[src/rtl/cp0_regfile.sv]
// Coprocessor-0 register file: mfc0/mtc0/syscall/eret responder for the writeback stage,
// plus the Count/Compare timer and the interrupt-pending summary for the front end.
module cp0_regfile #(
  parameter logic [31:0] EX_ENTRY   = 32'hBFC0_0380,
  parameter bit          COUNT_DIV2 = 1'b1
) (
  input  logic        clk,
  input  logic        reset,
  input  logic [3:0]  c0_exception,
  input  logic [4:0]  c0_addr,
  input  logic [31:0] c0_wdata,
  input  logic        c0_wb_valid,
  input  logic        c0_wb_bd,
  input  logic [31:0] c0_wb_pc,
  input  logic [5:0]  ext_int,
  output logic        c0_valid,
  output logic [31:0] c0_res,
  output logic        flush,
  output logic [31:0] flush_pc,
  output logic        int_req
);

  logic [7:0]  status_im;
  logic        status_exl;
  logic        status_ie;
  logic        cause_bd;
  logic        cause_ti;
  logic [5:0]  cause_ip_hw;
  logic [1:0]  cause_ip_sw;
  logic [4:0]  cause_exc;
  logic [31:0] epc;
  logic [31:0] count;
  logic [31:0] compare;
  logic        tick;

  logic [31:0] status;
  logic [31:0] cause;
  logic        do_sys, do_eret, do_mtc0, do_mfc0;
  logic        wr_count, wr_compare, wr_status, wr_cause, wr_epc;

  // c0_exception = {sys, mfc0, mtc0, eret}; priority sys > eret > mtc0 > mfc0
  assign do_sys  = c0_wb_valid & c0_exception[3];
  assign do_eret = c0_wb_valid & c0_exception[0] & ~c0_exception[3];
  assign do_mtc0 = c0_wb_valid & c0_exception[1] & ~c0_exception[3] & ~c0_exception[0];
  assign do_mfc0 = c0_wb_valid & c0_exception[2] & ~c0_exception[3] & ~c0_exception[1]
                   & ~c0_exception[0];

  assign wr_count   = do_mtc0 && (c0_addr == 5'd9);
  assign wr_compare = do_mtc0 && (c0_addr == 5'd11);
  assign wr_status  = do_mtc0 && (c0_addr == 5'd12);
  assign wr_cause   = do_mtc0 && (c0_addr == 5'd13);
  assign wr_epc     = do_mtc0 && (c0_addr == 5'd14);

  assign status = {9'b0, 1'b1, 6'b0, status_im, 6'b0, status_exl, status_ie};
  assign cause  = {cause_bd, cause_ti, 14'b0, cause_ip_hw, cause_ip_sw, 1'b0, cause_exc, 2'b0};

  always_comb begin
    c0_res = '0;
    case (c0_addr)
      5'd9:    c0_res = count;
      5'd11:   c0_res = compare;
      5'd12:   c0_res = status;
      5'd13:   c0_res = cause;
      5'd14:   c0_res = epc;
      default: c0_res = '0;
    endcase
  end

  assign c0_valid = do_mfc0;
  assign flush    = do_sys | do_eret;
  assign flush_pc = do_sys ? EX_ENTRY : epc;
  assign int_req  = status_ie & ~status_exl & (|({cause_ip_hw, cause_ip_sw} & status_im));

  always_ff @(posedge clk) begin
    if (reset) begin
      status_im   <= '0;
      status_exl  <= 1'b0;
      status_ie   <= 1'b0;
      cause_bd    <= 1'b0;
      cause_ti    <= 1'b0;
      cause_ip_hw <= '0;
      cause_ip_sw <= '0;
      cause_exc   <= '0;
      epc         <= '0;
      count       <= '0;
      compare     <= '0;
      tick        <= 1'b0;
    end else begin
      tick <= COUNT_DIV2 ? ~tick : 1'b1;

      if (wr_count)
        count <= c0_wdata;
      else if (tick)
        count <= count + 32'd1;

      // a Compare write clears TI even when Count matches in the same cycle
      if (wr_compare) begin
        compare  <= c0_wdata;
        cause_ti <= 1'b0;
      end else if (count == compare) begin
        cause_ti <= 1'b1;
      end

      cause_ip_hw <= {ext_int[5] | cause_ti, ext_int[4:0]};

      if (wr_status) begin
        status_im  <= c0_wdata[15:8];
        status_exl <= c0_wdata[1];
        status_ie  <= c0_wdata[0];
      end
      if (wr_cause)
        cause_ip_sw <= c0_wdata[9:8];
      if (wr_epc)
        epc <= c0_wdata;

      // nested exceptions keep the original EPC/BD
      if (do_sys) begin
        cause_exc  <= 5'h08;
        status_exl <= 1'b1;
        if (!status_exl) begin
          epc      <= c0_wb_bd ? c0_wb_pc - 32'd4 : c0_wb_pc;
          cause_bd <= c0_wb_bd;
        end
      end

      if (do_eret)
        status_exl <= 1'b0;
    end
  end

endmodule

[config.mk]
export PLATFORM = sky130hd
export DESIGN_NAME = cp0_regfile
export DESIGN_NICKNAME = d
export VERILOG_FILES = /design/src/rtl/cp0_regfile.sv
export SDC_FILE = /design/constraint.sdc
export NUM_CORES = 1
export LEC_CHECK = 0
export BUFFER_PORTS_ARGS = -buffer_cell sky130_fd_sc_hd__buf_2
export CORE_UTILIZATION = 29
export DETAILED_ROUTE_END_ITERATION = 8
export PLACE_DENSITY = 0.53
export SYNTH_ARGS = -nofsm -noshare
export SYNTH_HDL_FRONTEND = slang
export SYNTH_SLANG_ARGS = --single-unit
export TNS_END_PERCENT = 100
[constraint.sdc]
create_clock -name clk -period 1.6 [get_ports clk]
set_input_delay 0.08 -clock clk [delete_from_list [all_inputs] [get_ports clk]]
set_output_delay 0.08 -clock clk [all_outputs]
set_load 0.02 [all_outputs]
# [Yosys cells after proc, flatten, opt, wreduce, memory -nomap -nowiden]
# Index checks and enable logic that the tools add are counted.
[totals] out_inout_bits=67 inputBits=83 regBits=118 word_cells=61
[op_classes] reduce_logical=11 n_mux=10 n_eq_ne=6 n_addsub=2 bitwise_logic=20
[ops] cell="32-bit two-way mux" n=7
[ops] cell="32-bit one-hot mux with 5 select lines" n=1
[ops] cell="32-bit by 1-bit adder with 32-bit output (second input constant)" n=1
[ops] cell="32-bit equality test" n=1
[ops] cell="32-bit by 3-bit subtractor with 32-bit output (second input constant)" n=1
[ops] cell="5-bit by 4-bit equality test with 1-bit output (second input constant)" n=5
[ops] cell="1-bit AND" n=12
[ops] cell="8-bit AND" n=1
[ops] cell="8-bit OR reduction" n=1
[ops] cell="1-bit logical AND" n=5
[ops] cell="1-bit NOT" n=5
[ops] cell="2-bit nonzero test" n=2
[ops] cell="2-bit OR reduction" n=2
[ops] cell="1-bit two-way mux" n=2
[ops] cell="1-bit OR" n=2
[ops] cell="2-bit AND reduction" n=1

# [Logic depth before layout (Yosys ltp)]
[depth] depth_word=7 mapped_depth=8

# [Worst setup path after synthesis]
# Ideal clock, no wire load.
[synth_path] kind="reg2reg" from="register count[0]" to="register count[16]" path_buffers=0 required_ps=1509 arrival_time_ps=1646 setup_time_ps=91 period_less_slack_ps=1737 setup_slack_ps=-137 path_stages_with_launch=6 cell_sequence="dfxtp_1 > ha_1 > and4_1 > nand3_2 > or3_1 > a311oi_1"
[synth_via] elab_chain_len=3
[synth_lines] item="start: declaration" line="32" text="logic [31:0] count;"
[synth_lines] item="start signal: assignment" line="92" text="count <= c0_wdata;"
[synth_lines] item="start signal: assignment" line="94" text="count <= count + 32'd1;"
[synth_lines] item="32-bit by 1-bit adder with 32-bit output" line="94"
[synth_lines] item="32-bit two-way mux" line="93" text="else if (tick)"
[synth_lines] item="32-bit two-way mux" line="91" text="if (wr_count)"
# No other way between the ends. The select of a mux whose other input is x is not followed.
# A chain may end at the register's enable or synchronous reset.

# [Final worst setup path]
# Same ends and word-level chain as after synthesis.

==> metrics <==
Buffers on Ports 149; pin count of the biggest net entering global routing 40; status finished with violations; RSZ-0062 raised after global routing yes; total die area 24600 sq um; max_slew headroom 70.8%; Seq/Total Area, Yosys 34.0%; Worst R2R Setup Slack -0.02 ns; Clock Pin Slew Worst Setup and Hold Paths 0.05 ns; wire per inst 18.1 microns; Synth Cell Area 6960 sq um; ys async rst share 0%; clock buffer depth 2; Max rail drop VDD 0.000525 V; WL final 26900 microns; initial DRC count 566; CP Data Required Time 1.92 ns; # IOs 150; initial antenna violation count 0; Max H-tree Level 4; Max Freq 0.616 GHz; pwr/cell area 789 nW/um^2; Register-to-Register Path Depth 5; RR Endpoint count[16]; first-pass GRT wire length 41100 microns; Pleak 0.00409 uW; Slew @ Worst Pin 0.438 ns; final worst slack -0.0238 ns; via count of the first global-routing pass 7239; Final Net Count 1234; clock skew 0.00454 ns; max-slew violation count 0; CP Max Fanout 8; CTS buffer count 17; Via density 5.04; height of the die 157 microns; Congestion Overflow GR 0; CTS tree done; Netlist cell types 53; Critical Path End count[16]; max cap viols 0; floorplan core area 23500 sq um; Layout area overhead 47.4%; Synth area leaders dfxtp_1, xnor2_1, nand2_1, a211oi_1, a22oi_1; worst min path class input port to flop; crit end category flop; final setup vio count 5; failing checks setup timing; Root Driver clkbuf_16; clk sinks 118; hold slack final 0.0133 ns; Setup TNS -0.0621 ns; minimum clock period 1.62 ns; Antenna Cells 0; Syn. warnings 0; Tot GR Track Use 22.1%; crit start category flop; Final HPWL DP 20300 microns; post-route antenna net violation count 0; drt pass-1 iters 6; Synth Register Bits 118; routability cong. 0.861; total vias in the final route 7468; DRC 0; Mean Syn Cell Area 7.88 sq um; row cnt 56; area leader, netlist dfxtp_1; Die Wd 157 microns; ratio of cells with drive above 1 in the final layout 32.0%; Critical Path Source count[0]; Syn Inst Count 883; Worst Path Arrival 1.94 ns; Worst Setup Path Type flop to flop; Most used DFF post-synth dfxtp_1; Final Util 43.7%; Reg-to-Reg Start count[0]; Initial Util 29.6%; Tcrit/Tclk final 101%; Synth top area share 34.0%; Hold Fails Final Rpt 0; Clock Latency Late Sink 0.41 ns; Syn Nets 968; Post-synth EDFFs 0
[layer usage]
layer  track usage [%]  routed length [microns]  part of all wire, %
met1              30.9                    12700                   47
met2              34.5                    12200                   45
met3              3.88                     1500                  5.6
met4              6.35                      462                  1.7
met5                 0                        0                    0
[timing repair]
action / CTS / global route
setup buffers: 2 / 4
hold buffers: 44 / 0
setup endpoints to repair: 29 / 37
endpoints found under the hold margin: 61 / 0
pin swaps: 7 / 17
resized for setup: 24 / 35
gates cloned: 1 / 0
[cells in the mapped netlist, types with 2 or more instances]
library cell,number
nand2b_1,11
nand2_1,167
nor2b_1,8
and2_1,38
o21ai_0,5
nand4_1,21
and2_0,4
nand3b_1,2
dfxtp_1,118
a222oi_1,8
mux2i_1,16
nor4bb_1,3
a211oi_1,59
nand4b_1,2
a22oi_1,37
clkbuf_1,56
and3_1,7
nor4_4,2
a21oi_1,36
nor3_1,17
nor4_2,8
and3b_1,2
xnor2_1,77
or3_1,6
and4_1,3
a311oi_1,20
buf_2,12
a221oi_1,2
nor4_1,13
xor2_1,10
nand3_1,12
buf_4,2
nor2_1,72
inv_1,7
ha_1,2
[critical path, cell delays in order (launching register included)]
cell and delay [ns]:
dfxtp_2 0.35, ha_2 0.18, and4_4 0.24, nand3_4 0.13, or3_1 0.39, a311oi_1 0.24
[cell families (layout without fill, tap and decap cells)]
family                   count (synthesis)  after routing  synth area share [%]
AND/OR/NAND/NOR                        408            409                  29.8
AO/OA/AOI/OAI                          174            174                  18.1
flip-flops                             118            118                  34.0
XOR/XNOR                                87             87                  11.0
buffers and inverters                   78            356                  4.53
multiplexers                            16             16                  2.30
adder cells (fa/ha/maj)                  2              2                 0.360
[cell type report]
cell class,instances,area (sq um)
well taps,319,399
clock inverters,9,123
clock buffers,23,488
fillers,2351,13200
multi-input cells,688,4520
flip-flops and latches,118,2380
inverters,7,26.3
repair buffers,317,2310
[registers in the layout, summed over array words and instances (netlist names)]
name / flops
cause_bd: 1
cause_exc: 1
cause_ip_hw: 6
cause_ip_sw: 2
cause_ti: 1
compare: 32
count: 32
epc: 32
status_exl: 1
status_ie: 1
status_im: 8
tick: 1
[power breakdown]
part           switching [uW]  internal (uW)  leakage [uW]  total, uW
Combinational             547            447       0.00282        994
Clock                    1380           2600      0.000303       3980
Sequential               89.2           3030      0.000968       3120
Total                    2020           6070       0.00409       8090
[through the flow]
step                area [sq um]  total power (uW)  setup WS (ns)  std cells
floorplan                   7040              3560       -0.00630        883
global placement            8920              4060        -0.0941       1398
detailed placement          8920              4060         -0.122       1398
CTS                        10100              8100        -0.0298       1477
global route               10300              8360         -0.113       1481
finish                     10300              8090        -0.0238       1481
[placed cells by master, fill, tap and decap left out, types with 7 or more instances in the layout]
cell type,Yosys,final
a311oi_1,20,19
a222oi_1,8,8
nand3_1,12,9
clkbuf_16,0,17
xnor2_1,77,76
buf_12,0,12
nor4_1,13,9
and2_1,38,36
buf_4,2,108
buf_2,12,144
inv_1,7,7
a21oi_1,36,35
a22oi_1,37,33
xor2_1,10,10
dfxtp_1,118,101
mux2i_1,16,16
nor2_1,72,71
nand4_1,21,21
dlygate4sd3_1,0,44
nor3_1,17,15
nand2b_1,11,11
dfxtp_2,0,17
buf_6,0,9
a211oi_1,59,59
nor4_4,2,9
nor2b_1,8,8
nand2_1,167,164
[worst min path at each step]
stage,startpoint,end,slack [ns],cells past startpoint
2_1_floorplan,c0_exception[0],status_exl,0.19,1
3_3_place_gp,ext_int[1],cause_ip_hw[1],0.29,2
3_5_place_dp,ext_int[1],cause_ip_hw[1],0.30,2
4_1_cts,c0_wb_pc[18],epc[18],0.003,3
5_1_grt,c0_wb_pc[28],epc[28],0.02,3
6_report,c0_wb_pc[18],epc[18],0.01,3
(Power assumes the default switching activity.)
